### src/rtl/stream_demux_pkg.sv
// -----------------------------------------------------------------------------
// stream_demux_pkg
// Shared constants for the stream demultiplexer and its per-output slots.
//   CNT_WIDTH      : width of the per-output accepted-transfer counters
//   DEFAULT_WIDTH  : default data width of I / O0 / O1
//   DEFAULT_SWIDTH : default width of the route select S
// -----------------------------------------------------------------------------
package stream_demux_pkg;

    localparam int CNT_WIDTH      = 8;
    localparam int DEFAULT_WIDTH  = 1;
    localparam int DEFAULT_SWIDTH = 1;

endpackage : stream_demux_pkg

### src/rtl/stream_demux_slot.sv
// -----------------------------------------------------------------------------
// demux_slot
// One-entry output buffer for one demux output, plus its transfer counter.
// Ports:
//   clk, reset : clock and synchronous active-high reset
//   load       : a transfer is accepted into this slot this cycle
//   din        : data to load
//   out_ready  : downstream consumer ready
//   dout       : registered slot data
//   out_valid  : registered slot valid
//   cnt        : number of transfers loaded into this slot, modulo 2**CNT_WIDTH
//   can_load   : slot is empty, or will be drained this cycle
// -----------------------------------------------------------------------------
module demux_slot
    import stream_demux_pkg::*;
#(
    parameter int WIDTH = DEFAULT_WIDTH
) (
    input  logic                 clk,
    input  logic                 reset,
    input  logic                 load,
    input  logic [WIDTH-1:0]     din,
    input  logic                 out_ready,
    output logic [WIDTH-1:0]     dout,
    output logic                 out_valid,
    output logic [CNT_WIDTH-1:0] cnt,
    output logic                 can_load
);

    logic [WIDTH-1:0]     data_r;
    logic                 valid_r;
    logic [CNT_WIDTH-1:0] cnt_r;

    // Slot state: load wins over drain so a simultaneous drain+fill keeps valid high.
    always_ff @(posedge clk) begin
        if (reset) begin
            data_r  <= '0;
            valid_r <= 1'b0;
            cnt_r   <= '0;
        end else if (load) begin
            data_r  <= din;
            valid_r <= 1'b1;
            cnt_r   <= cnt_r + CNT_WIDTH'(1);
        end else if (valid_r && out_ready) begin
            // Drained with no refill: data is kept but no longer valid.
            data_r  <= data_r;
            valid_r <= 1'b0;
            cnt_r   <= cnt_r;
        end else begin
            data_r  <= data_r;
            valid_r <= valid_r;
            cnt_r   <= cnt_r;
        end
    end

    // Space is available when empty or when the held entry leaves this cycle.
    always_comb begin
        can_load = 1'b0;
        if (!valid_r || out_ready) begin
            can_load = 1'b1;
        end else begin
            can_load = 1'b0;
        end
    end

    assign dout      = data_r;
    assign out_valid = valid_r;
    assign cnt       = cnt_r;

endmodule : demux_slot

### src/rtl/stream_demux.sv
// -----------------------------------------------------------------------------
// stream_demux
// Routes a valid/ready input stream to one of two buffered outputs.
// S == 0 selects output 0, any nonzero S selects output 1. Each output has its
// own one-entry slot, so a stall on one output never blocks traffic bound for
// the other.
// Ports:
//   CLK, RESET            : clock, synchronous active-high reset
//   I, I_valid, I_ready   : input stream (I_ready combinational in S, On_ready)
//   S                     : route select, sampled together with I
//   O0, O0_valid, O0_ready: output 0 stream (data/valid registered)
//   O1, O1_valid, O1_ready: output 1 stream (data/valid registered)
//   CNT0, CNT1            : transfers accepted toward each output, mod 256
// -----------------------------------------------------------------------------
module stream_demux
    import stream_demux_pkg::*;
#(
    parameter int WIDTH  = DEFAULT_WIDTH,
    parameter int SWIDTH = DEFAULT_SWIDTH
) (
    input  logic                 CLK,
    input  logic                 RESET,
    input  logic [WIDTH-1:0]     I,
    input  logic                 I_valid,
    output logic                 I_ready,
    input  logic [SWIDTH-1:0]    S,
    output logic [WIDTH-1:0]     O0,
    output logic                 O0_valid,
    input  logic                 O0_ready,
    output logic [WIDTH-1:0]     O1,
    output logic                 O1_valid,
    input  logic                 O1_ready,
    output logic [CNT_WIDTH-1:0] CNT0,
    output logic [CNT_WIDTH-1:0] CNT1
);

    // Any set bit in the select steers to output 1.
    function automatic logic select_route(input logic [SWIDTH-1:0] sel);
        return |sel;
    endfunction

    logic route_s;
    logic sel_can_load_s;
    logic can_load0_s;
    logic can_load1_s;
    logic accept_s;
    logic load0_s;
    logic load1_s;

    // Input handshake: only the selected slot's occupancy gates the input.
    always_comb begin
        route_s        = select_route(S);
        sel_can_load_s = 1'b0;
        case (route_s)
            1'b0:    sel_can_load_s = can_load0_s;
            1'b1:    sel_can_load_s = can_load1_s;
            default: sel_can_load_s = 1'b0;
        endcase
        I_ready  = !RESET && sel_can_load_s;
        accept_s = I_valid && I_ready;
        load0_s  = accept_s && !route_s;
        load1_s  = accept_s && route_s;
    end

    demux_slot #(
        .WIDTH (WIDTH)
    ) u_slot0 (
        .clk       (CLK),
        .reset     (RESET),
        .load      (load0_s),
        .din       (I),
        .out_ready (O0_ready),
        .dout      (O0),
        .out_valid (O0_valid),
        .cnt       (CNT0),
        .can_load  (can_load0_s)
    );

    demux_slot #(
        .WIDTH (WIDTH)
    ) u_slot1 (
        .clk       (CLK),
        .reset     (RESET),
        .load      (load1_s),
        .din       (I),
        .out_ready (O1_ready),
        .dout      (O1),
        .out_valid (O1_valid),
        .cnt       (CNT1),
        .can_load  (can_load1_s)
    );

endmodule : stream_demux

### config.mk
export PLATFORM = sky130hd
export DESIGN_NAME = stream_demux
export DESIGN_NICKNAME = d
export VERILOG_FILES = /design/src/rtl/stream_demux_pkg.sv /design/src/rtl/stream_demux_slot.sv /design/src/rtl/stream_demux.sv
export SDC_FILE = /design/constraint.sdc
export NUM_CORES = 1
export LEC_CHECK = 0
export CAP_MARGIN = 20
export CORE_MARGIN = 1.5
export CORE_UTILIZATION = 48
export DETAILED_ROUTE_END_ITERATION = 10
export GPL_TIMING_DRIVEN = 0
export PLACE_DENSITY_LB_ADDON = 0.25
export RECOVER_POWER = 50
export SYNTH_ARGS = -nofsm -noshare
export SYNTH_HDL_FRONTEND = slang
export SYNTH_SLANG_ARGS = --single-unit
### constraint.sdc
create_clock -name CLK -period 3.2 [get_ports CLK]
set_input_delay 0.64 -clock CLK [delete_from_list [all_inputs] [get_ports CLK]]
set_output_delay 0.64 -clock CLK [all_outputs]
set_load 0.005 [all_outputs]
=== Word-level counts from Yosys, hierarchy flattened ===
Index checks and enable logic that the tools add are counted.

* Output and inout port bits: 21
* Flip-flop bits (word level): 20
* Logic and storage cells: 30
* Bits of input ports: 7

* Add/subtract/negate cells: 2
* Bitwise logic cells: 1
* Reduce and logical (&&, ||, !) cells: 14
* Mux-type cells: 7

{| class="wikitable"
|+ Operators by type and width
! cell !! count
|-
| 8-bit by 1-bit adder with 8-bit output (second input constant) || 2
|-
| 1-bit logical AND || 6
|-
| 1-bit 2-to-1 mux || 6
|-
| 1-bit zero test || 4
|-
| 2-bit nonzero test || 2
|-
| 1-bit logical OR || 2
|-
| 1-bit one-hot mux with 2 select lines || 1
|-
| 1-bit NOT || 1
|}

=== Longest topological paths before layout ===
Gate-level depths: netlist (run 1).

* Word-level depth: 8
* Gate-level depth with buffers: 5
* Mapped depth without buffers: 5

=== Cells and area by module ===
Synthesis (run 1) repeated with hierarchy kept, for this count alone.

* Cells, all modules: 92
* Area total of the unflattened synthesis: 888.4 um2

{| class="wikitable"
|+ Modules (own cells, without submodules)
! module !! instances !! cells each !! sequential area each (um2) !! area each (um2)
|-
| demux_slot || 2 || 43 || 200.2 || 420.4
|-
| stream_demux || 1 || 6 || 0.0 || 47.5
|}

=== Worst setup path before layout (run 1) ===
No wires, ideal clock.

* Path type: input port to output port
* From: in O1_ready
* To: out I_ready
* Arrival time: 1,153 ps
* Cell stages on the path: 3
* Path slack: 1,407 ps
* Data required time: 2,560 ps
* Buffers on the path: 1
* Cells stage by stage: nor2b_1 > clkbuf_1 > a211oi_1

* Longest elaborated chain between the ends: 4

{| class="wikitable"
|+ RTL lines
! item !! RTL line !! text
|-
| start: declaration || stream_demux.sv:32 || <nowiki>input logic O1_ready,</nowiki>
|-
| 1-bit logical OR || stream_demux_slot.sv:59 || <nowiki>if (!valid_r || out_ready) begin</nowiki>
|-
| 1-bit 2-to-1 mux || stream_demux_slot.sv:59 ||
|-
| 1-bit one-hot mux with 2 select lines || stream_demux.sv:54 || <nowiki>case (route_s)</nowiki>
|-
| 1-bit logical AND || stream_demux.sv:59 || <nowiki>I_ready = !RESET && sel_can_load_s;</nowiki>
|-
| end: declaration || stream_demux.sv:25 || <nowiki>output logic I_ready,</nowiki>
|}

Every way passes these cells.

=== Worst setup path in the final report (run 1) ===
Same ends and word-level chain as after synthesis.

==> impl_metrics.toml, run 1 <==
[run_status]
status = "completed"

[sta]
setup_viol = 0
timing.final.crit_period_ns = 2.79
post-route-period-util = 0.872
tightest_slew_ns = 0.475
finalSetupTns_ns = 0
drv_slew = 0
relSlewSlack = 0.683
finClkSkew_ns = 0.00318
hold_violations = 0
rsz0062_at_grt = "no"
fmax_ghz = 0.358

[power_and_ir_drop]
vdd_drop_max_v = 0.000262
p_int_uw = 319
seqPwrFrac = 0.625
combinationalPowerShare = 0.100
p_per_area_mw_per_mm2 = 343
power_switching_uw = 94.1
power.total_uw = 413
swShare = 0.228
p_clk_frac = 0.275
p_leak_uw = 0.000444

[placement]
gp_congestion = 0.774
port_buffers = 27
place.detailed.hpwl_mm = 1.42

[layout]
antenna_cells = 0
post-route-util = 0.690
final_common_cell = "dfxtp_1"
drive_above_1_share = 0.0469
final_cell_mix = "dfxtp_1 (20), nor2_1 (19), clkdlybuf4s50_1 (19), nand2_1 (9), dlygate4sd3_1 (8)"
area_growth_pct = 34.1
nets = 139

[synth]
ys_ff_latch = 20
avgSynthCellArea_um2 = 9.17
synth.distinct_cells = 28
synth_edf_count = 0
async_flop_share = 0
syn_area_um2 = 898
ys.flop_type = "dfxtp_1"
synth_seq_area_share = 0.446
ys_warn_count = 0
synth_nets = 107
synthCells = 98

[worst_setup_path]
cp_common_cell = "clkdlybuf4s50_1"
reg2regPathDepth = 5
path_cells = "clkdlybuf4s50_1 > nor2b_1 > clkbuf_1 > a211oi_1 > clkdlybuf4s50_1"
required_ns = 2.56
timing.rr.start = "u_slot0.out_valid$_SDFFE_PP0P_"
crit_fanout = 10
critPathKind = "in -> out"
max_stage_delay_ns = 0.53
critPathArrivalTime_ns = 2.15
crit_slowest_cell = "clkdlybuf4s50_1"
timing.rr.end = "u_slot0.cnt[7]$_SDFFE_PP0P_"
start_kind = "primary input"
crit_buf_inv = 3
cp_top_family = "buffers and inverters"
reg2reg_slack_ns = 1.66
cp-end-kind = "output pin"

[cts]
post_cts_resize_count = 0
cts_hold_buf = 0
clock_sinks = 20
postCtsSetupBuffers = 0
cts_root_buf = "clkbuf_4"
clk_pin_slew_ns = 0.10
clock_latency_ns = 0.29
clk_path_buf_depth = 2
cts_tree = "done"
h-tree-depth = 1
cts_buffers = 3

[global_routing]
grt_max_degree = 11
first_global_vias = 691
grt_overflow_total = 0
grt_pass1_wl_mm = 3.12
antenna_found_initial = 0
grt_util_all_layers = 0.205

[drt]
antenna_left = 0
num_vias = 822
vias_per_cell = 5.37
routedWlPerCell_um = 12.4
drtIter0Drc = 16
drc_errors = 0
wirelength_mm = 1.90
drt_first_pass_iters = 4

[floorplan]
core_mm2 = 0.00175
dieArea_mm2 = 0.00214
die_y_um = 46.3
die_w_um = 46.3
num_rows = 15
pin_count = 28
start_util = 0.515

[hold_path]
hold_start = "u_slot0.cnt[7]$_SDFFE_PP0P_"
min_to = "u_slot0.cnt[7]$_SDFFE_PP0P_"
hp-class = "reg -> reg"
worstHoldPathCells = 2

[flow_run]
cap_violations = 0
## power by group through the flow
| stage | Sequential [µW] | Combinational, µW | Clock [µW] |
|---|---|---|---|
| floorplan | 264 | 18.7 | 0 |
| global placement | 264 | 43.9 | 0 |
| detailed placement | 264 | 44.5 | 0 |
| CTS | 259 | 44.7 | 118 |
| global route | 260 | 45.9 | 131 |
| finish | 258 | 41.2 | 114 |
## layout make-up
cell class	count	area [µm²]
repair buffers	27	270
fillers	156	541
clock buffers	3	22.5
flip-flops and latches	20	400
plain buffers	4	18.8
well taps	25	31.3
multi-input cells	74	462
## routing by layer
| metal | vias up | GRT usage | share of wire |
|---|---|---|---|
| li1 | 405 | - | - |
| met4 | 0 | 0.0914 | 0.0069 |
| met1 | 394 | 0.273 | 0.46 |
| met3 | 2 | 0.0392 | 0.045 |
| met2 | 21 | 0.317 | 0.49 |
| met5 | - | 0 | 0 |
## metrics by stage
step	instances	instance area [µm²]	setup slack (ns)	hold WS [ns]
floorplan	98	898	1.41	0.468
global placement	150	1200	0.413	0.458
detailed placement	150	1200	0.408	0.472
CTS	153	1220	0.405	0.487
global route	153	1200	0.329	0.499
finish	153	1200	0.410	0.482
## cells in the mapped netlist (2+ instances only)
library cell  count  share of area
dfxtp_1          20           0.45
nand2_1           8          0.033
ha_1              2          0.028
o21ai_0           2          0.011
clkbuf_1          3          0.013
nor4b_1           2          0.020
xnor2_1           7          0.068
a21oi_1           5          0.028
mux2i_1           2          0.022
nand4_1           4          0.028
nor4_1            3          0.021
nor2_1           18          0.075
xor2_1            6          0.058
and4bb_2          2          0.028
## worst max-delay path by stage
stage	from	end	slack, ns	depth (start not counted)
floorplan	O1_ready	I_ready	1.41	3
global placement	O1_ready	I_ready	0.41	5
detailed placement	O1_ready	I_ready	0.41	5
CTS	O1_ready	I_ready	0.41	5
global route	O1_ready	I_ready	0.33	5
finish	O1_ready	I_ready	0.41	5
## cells by family after synthesis
family / Yosys count / synth area share
adder cells (fa/ha/maj): 2 / 0.0279
flip-flops: 20 / 0.446
AND/OR/NAND/NOR: 48 / 0.301
AO/OA/AOI/OAI: 9 / 0.0557
multiplexers: 2 / 0.0223
buffers and inverters: 4 / 0.0209
XOR/XNOR: 13 / 0.127
## sequential cells by signal (all words and copies together), names as in the netlist
name,cells
u_slot0.cnt,8
u_slot0.dout,1
u_slot0.out_valid,1
u_slot1.cnt,8
u_slot1.dout,1
u_slot1.out_valid,1
## worst min-delay path, cell delays in order (launching register included)
cell	delay, ns
dfxtp_1	0.33
o31ai_1	0.06
a21oi_1	0.05
(Power assumes the default switching activity.)
==> run 2: changes to the inputs <==
--- a/config.mk
+++ b/config.mk
@@ -6,11 +6,13 @@
 export NUM_CORES = 1
 export LEC_CHECK = 0
 export CAP_MARGIN = 20
+export CELL_PAD_IN_SITES_DETAIL_PLACEMENT = 1
+export CELL_PAD_IN_SITES_GLOBAL_PLACEMENT = 1
 export CORE_MARGIN = 1.5
-export CORE_UTILIZATION = 48
+export CORE_UTILIZATION = 35
 export DETAILED_ROUTE_END_ITERATION = 10
 export GPL_TIMING_DRIVEN = 0
-export PLACE_DENSITY_LB_ADDON = 0.25
+export PLACE_DENSITY = 0.79
 export RECOVER_POWER = 50
 export SYNTH_ARGS = -nofsm -noshare
 export SYNTH_HDL_FRONTEND = slang
==> impl_metrics.toml, run 2 (same netlist as run 1, synthesis figures left out) <==
[drt]
vias_per_cell = 5.06
antenna_left = 0
drt_first_pass_iters = 3
routedWlPerCell_um = 14.0
drc_errors = 0
drtIter0Drc = 3
num_vias = 804
wirelength_mm = 2.23

[worst_setup_path]
crit_buf_inv = 3
cp_top_family = "buffers and inverters"
crit_slowest_cell = "dlygate4sd3_1"
max_stage_delay_ns = 0.54
path_cells = "dlygate4sd3_1 > nor2b_1 > clkbuf_1 > a211oi_1 > clkdlybuf4s50_1"
critPathKind = "in -> out"
critPathArrivalTime_ns = 2.30
cp-end-kind = "output pin"
crit_fanout = 10
required_ns = 2.56
start_kind = "primary input"

[sta]
finClkSkew_ns = 0.0145
setup_viol = 0
fmax_ghz = 0.341
hold-worst-slack_ns = 0.493
timing.final.crit_period_ns = 2.94
rsz0062_at_grt = "no"
hold_violations = 0
relSlewSlack = 0.664
post-route-period-util = 0.918
finalSetupTns_ns = 0
drv_slew = 0
tightest_slew_ns = 0.503

[layout]
area_growth_pct = 40.1
antenna_cells = 0
nets = 139
drive_above_1_share = 0.0775
fillers = 299
final_cell_mix = "clkdlybuf4s50_1 (20), dfxtp_1 (20), nor2_1 (18), nand2_1 (8)"

[cts]
cts_hold_buf = 0
cts_root_buf = "clkbuf_4"
clk_pin_slew_ns = 0.13
cts_tree = "done"
clock_latency_ns = 0.32
cts_buffers = 3
post_cts_resize_count = 0
clk_path_buf_depth = 2
clock_sinks = 20
h-tree-depth = 1
postCtsSetupBuffers = 0

[placement]
gp_congestion = 0.658
port_buffers = 27
place.detailed.hpwl_mm = 1.65

[global_routing]
antenna_found_initial = 0
grt_overflow_total = 0
grt_pass1_wl_mm = 3.65
grt_max_degree = 13
grt_util_all_layers = 0.170
first_global_vias = 832

[run_status]
status = "completed"

[floorplan]
die_y_um = 53.7
num_rows = 18
start_util = 0.366
core_mm2 = 0.00245
dieArea_mm2 = 0.00288
die_w_um = 53.7
pin_count = 28

[power_and_ir_drop]
power.total_uw = 516
p_per_area_mw_per_mm2 = 410
vdd_drop_max_v = 0.000278
p_leak_uw = 0.000457

[flow_run]
cap_violations = 0

[hold_path]
hp-class = "reg -> reg"
run 2: cell count changes in the layout (fill, tap and decap cells not counted):
cell	change
nor2_2	+1
dlygate4sd3_1	-1
clkdlybuf4s50_1	+1
bufinv_16	+1
nor2_1	-1
nand3_1	-1
nand2_2	+1
nand2_1	-1
nand3_4	+1
run 2: through the flow:
step	instance area (µm²)	std cells	utilization	worst slack [ns]
after floorplan	898	98	-	1.41
after global placement	1210	155	0.491	0.323
after detailed placement	1210	155	0.491	0.331
after CTS	1260	159	0.513	0.313
after global routing	1260	159	0.513	0.186
final	1260	159	0.513	0.264
run 2: worst reg2reg max path, delay by kind of cell, from the launching register on:
family                 cells  cell delay (ns)
flip-flops                 1             0.32
XOR/XNOR                   1             0.16
buffers and inverters      1             0.21
AND/OR/NAND/NOR            3             0.63
run 2: per-layer routing:
| metal | vias up | part of all wire | global-route usage |
|---|---|---|---|
| li1 | 402 | - | - |
| met1 | 377 | 0.44 | 0.212 |
| met2 | 22 | 0.51 | 0.305 |
| met3 | 3 | 0.040 | 0.0194 |
| met4 | 0 | 0.012 | 0.0513 |
| met5 | - | 0 | 0 |
run 2: final cells by class:
class | instances | area (µm²) | area share
Tap cell | 30 | 37.5 | 0.0298
Timing Repair Buffer | 27 | 270 | 0.215
Clock inverter | 1 | 30.0 | 0.0239
Multi-Input combinational cell | 74 | 479 | 0.381
Buffer | 4 | 18.8 | 0.0149
Sequential cell | 20 | 400 | 0.318
Clock buffer | 3 | 22.5 | 0.0179
run 2: worst paths after layout:
path / to / start / slack (ns) / depth (start not counted)
worst min register to register: u_slot0.cnt[7]$_SDFFE_PP0P_ / u_slot0.cnt[7]$_SDFFE_PP0P_ / 0.49 / 2
worst max register to register: u_slot1.cnt[4]$_SDFFE_PP0P_ / u_slot1.out_valid$_SDFFE_PP0P_ / 1.74 / 5
worst min-delay path: u_slot0.cnt[7]$_SDFFE_PP0P_ / u_slot0.cnt[7]$_SDFFE_PP0P_ / 0.49 / 2
worst max-delay path: I_ready / O1_ready / 0.26 / 5
run 2: report_power, final:
part           switching (µW)  internal, µW
Sequential               4.61           254
Combinational            21.4          22.6
Clock                    86.6           127
Total                     113           403
==> run 3: changes to the inputs <==
--- a/config.mk
+++ b/config.mk
@@ -10,8 +10,10 @@
 export CELL_PAD_IN_SITES_GLOBAL_PLACEMENT = 1
 export CORE_MARGIN = 1.5
 export CORE_UTILIZATION = 35
+export CTS_CLUSTER_SIZE = 20
 export DETAILED_ROUTE_END_ITERATION = 10
 export GPL_TIMING_DRIVEN = 0
+export MAX_ROUTING_LAYER = met4
 export PLACE_DENSITY = 0.79
 export RECOVER_POWER = 50
 export SYNTH_ARGS = -nofsm -noshare
==> impl_metrics.toml, run 3 (same netlist as run 1, synthesis figures left out) <==
[run_status]
status = "completed"

[power_and_ir_drop]
seqPwrFrac = 0.501
p_leak_uw = 0.000457
p_int_uw = 403
swShare = 0.218
vdd_drop_max_v = 0.000278
p_clk_frac = 0.414
combinationalPowerShare = 0.085
p_per_area_mw_per_mm2 = 410
power_switching_uw = 113

[sta]
tightest_slew_ns = 0.503
post-route-period-util = 0.918
finalSetupTns_ns = 0
fmax_ghz = 0.341
finClkSkew_ns = 0.0139
timing.final.crit_period_ns = 2.94
setup_viol = 0
drv_slew = 0
hold_violations = 0
relSlewSlack = 0.664
rsz0062_at_grt = "no"

[layout]
fillers = 299
final_cell_mix = "clkdlybuf4s50_1 (20), dfxtp_1 (20), nor2_1 (18), nand2_1 (8)"
seq_area_um2 = 400
post-route-util = 0.513
multi_input_area_um2 = 479
nets = 139
drive_above_1_share = 0.0775
area_growth_pct = 40.1
antenna_cells = 0

[global_routing]
grt_pass1_wl_mm = 3.65
first_global_vias = 832
grt_max_degree = 13
grt_overflow_total = 0
grt_util_all_layers = 0.175
antenna_found_initial = 0

[cts]
h-tree-depth = 1
cts_root_buf = "clkbuf_4"
cts_tree = "done"
cts_buffers = 3
postCtsSetupBuffers = 0
clock_sinks = 20
post_cts_resize_count = 0
cts_hold_buf = 0
clock_latency_ns = 0.32
clk_path_buf_depth = 2
clk_pin_slew_ns = 0.13

[hold_path]
hp-class = "reg -> reg"
hold_start = "u_slot0.cnt[7]$_SDFFE_PP0P_"
min_to = "u_slot0.cnt[7]$_SDFFE_PP0P_"
worstHoldPathCells = 2

[floorplan]
core_mm2 = 0.00245
pin_count = 28
start_util = 0.366
dieArea_mm2 = 0.00288
num_rows = 18
die_y_um = 53.7
die_w_um = 53.7

[worst_setup_path]
max_stage_delay_ns = 0.54
timing.rr.end = "u_slot1.cnt[4]$_SDFFE_PP0P_"
crit_fanout = 10
reg2reg_slack_ns = 1.74
required_ns = 2.56
start_kind = "primary input"
reg2regPathDepth = 5
critPathKind = "in -> out"
path_cells = "dlygate4sd3_1 > nor2b_1 > clkbuf_1 > a211oi_1 > clkdlybuf4s50_1"
timing.rr.start = "u_slot1.out_valid$_SDFFE_PP0P_"
crit_slowest_cell = "dlygate4sd3_1"
critPathArrivalTime_ns = 2.30
cp-end-kind = "output pin"

[drt]
drtIter0Drc = 4
drt_first_pass_iters = 3
wirelength_mm = 2.23
vias_per_cell = 5.07
num_vias = 806
drc_errors = 0
antenna_left = 0
routedWlPerCell_um = 14.0

[placement]
gp_congestion = 0.664
place.detailed.hpwl_mm = 1.65
port_buffers = 27

[flow_run]
cap_violations = 0
## run 3: cell counts in the layout (fill, tap and decap cells not counted)
No cell type changed its count.
## run 3: area by class of cell
class | count | share of cell area
plain buffers | 4 | 0.0149
multi-input cells | 74 | 0.381
flip-flops and latches | 20 | 0.318
clock buffers | 3 | 0.0179
repair buffers | 27 | 0.215
well taps | 30 | 0.0298
clock inverters | 1 | 0.0239
## run 3: how the worst max path moves through the flow
| stage | depth (start not counted) | end | startpoint | slack [ns] |
|---|---|---|---|---|
| 3_3_place_gp | 5 | I_ready | O1_ready | 0.32 |
| 4_1_cts | 5 | I_ready | O1_ready | 0.31 |
| 3_5_place_dp | 5 | I_ready | O1_ready | 0.33 |
| 2_1_floorplan | 3 | I_ready | O1_ready | 1.41 |
| 5_1_grt | 5 | I_ready | O1_ready | 0.19 |
| 6_report | 5 | I_ready | O1_ready | 0.26 |
## run 3: power groups by stage
| stage | clock, µW | combinational [µW] | sequential (µW) |
|---|---|---|---|
| finish | 213 | 44.0 | 258 |
| global route | 227 | 48.3 | 260 |
| CTS | 219 | 46.5 | 259 |
| detailed placement | 0 | 46.1 | 264 |
| global placement | 0 | 44.8 | 264 |
| floorplan | 0 | 18.7 | 264 |
## run 3: critical path, delay by kind of cell
family          cells  cell delay, ns
simple gates        1            0.15
compound gates      1            0.14
buf+inv             3            1.36
## run 3: layer usage
layer | up-vias | part of all wire | GRT usage
li1 | 402 | - | -
met1 | 379 | 0.44 | 0.213
met2 | 22 | 0.51 | 0.305
met3 | 3 | 0.037 | 0.0167
met4 | 0 | 0.012 | 0.0513
met5 | - | 0 | -
## run 3: metrics by stage
stage | instance area (µm²) | hold slack (ns) | setup slack, ns | instances | power (µW)
final | 1260 | 0.493 | 0.264 | 159 | 516
after global routing | 1260 | 0.522 | 0.186 | 159 | 535
after CTS | 1260 | 0.501 | 0.313 | 159 | 524
after detailed placement | 1210 | 0.481 | 0.331 | 155 | 310
after global placement | 1210 | 0.469 | 0.323 | 155 | 309
after floorplan | 898 | 0.468 | 1.41 | 98 | 282
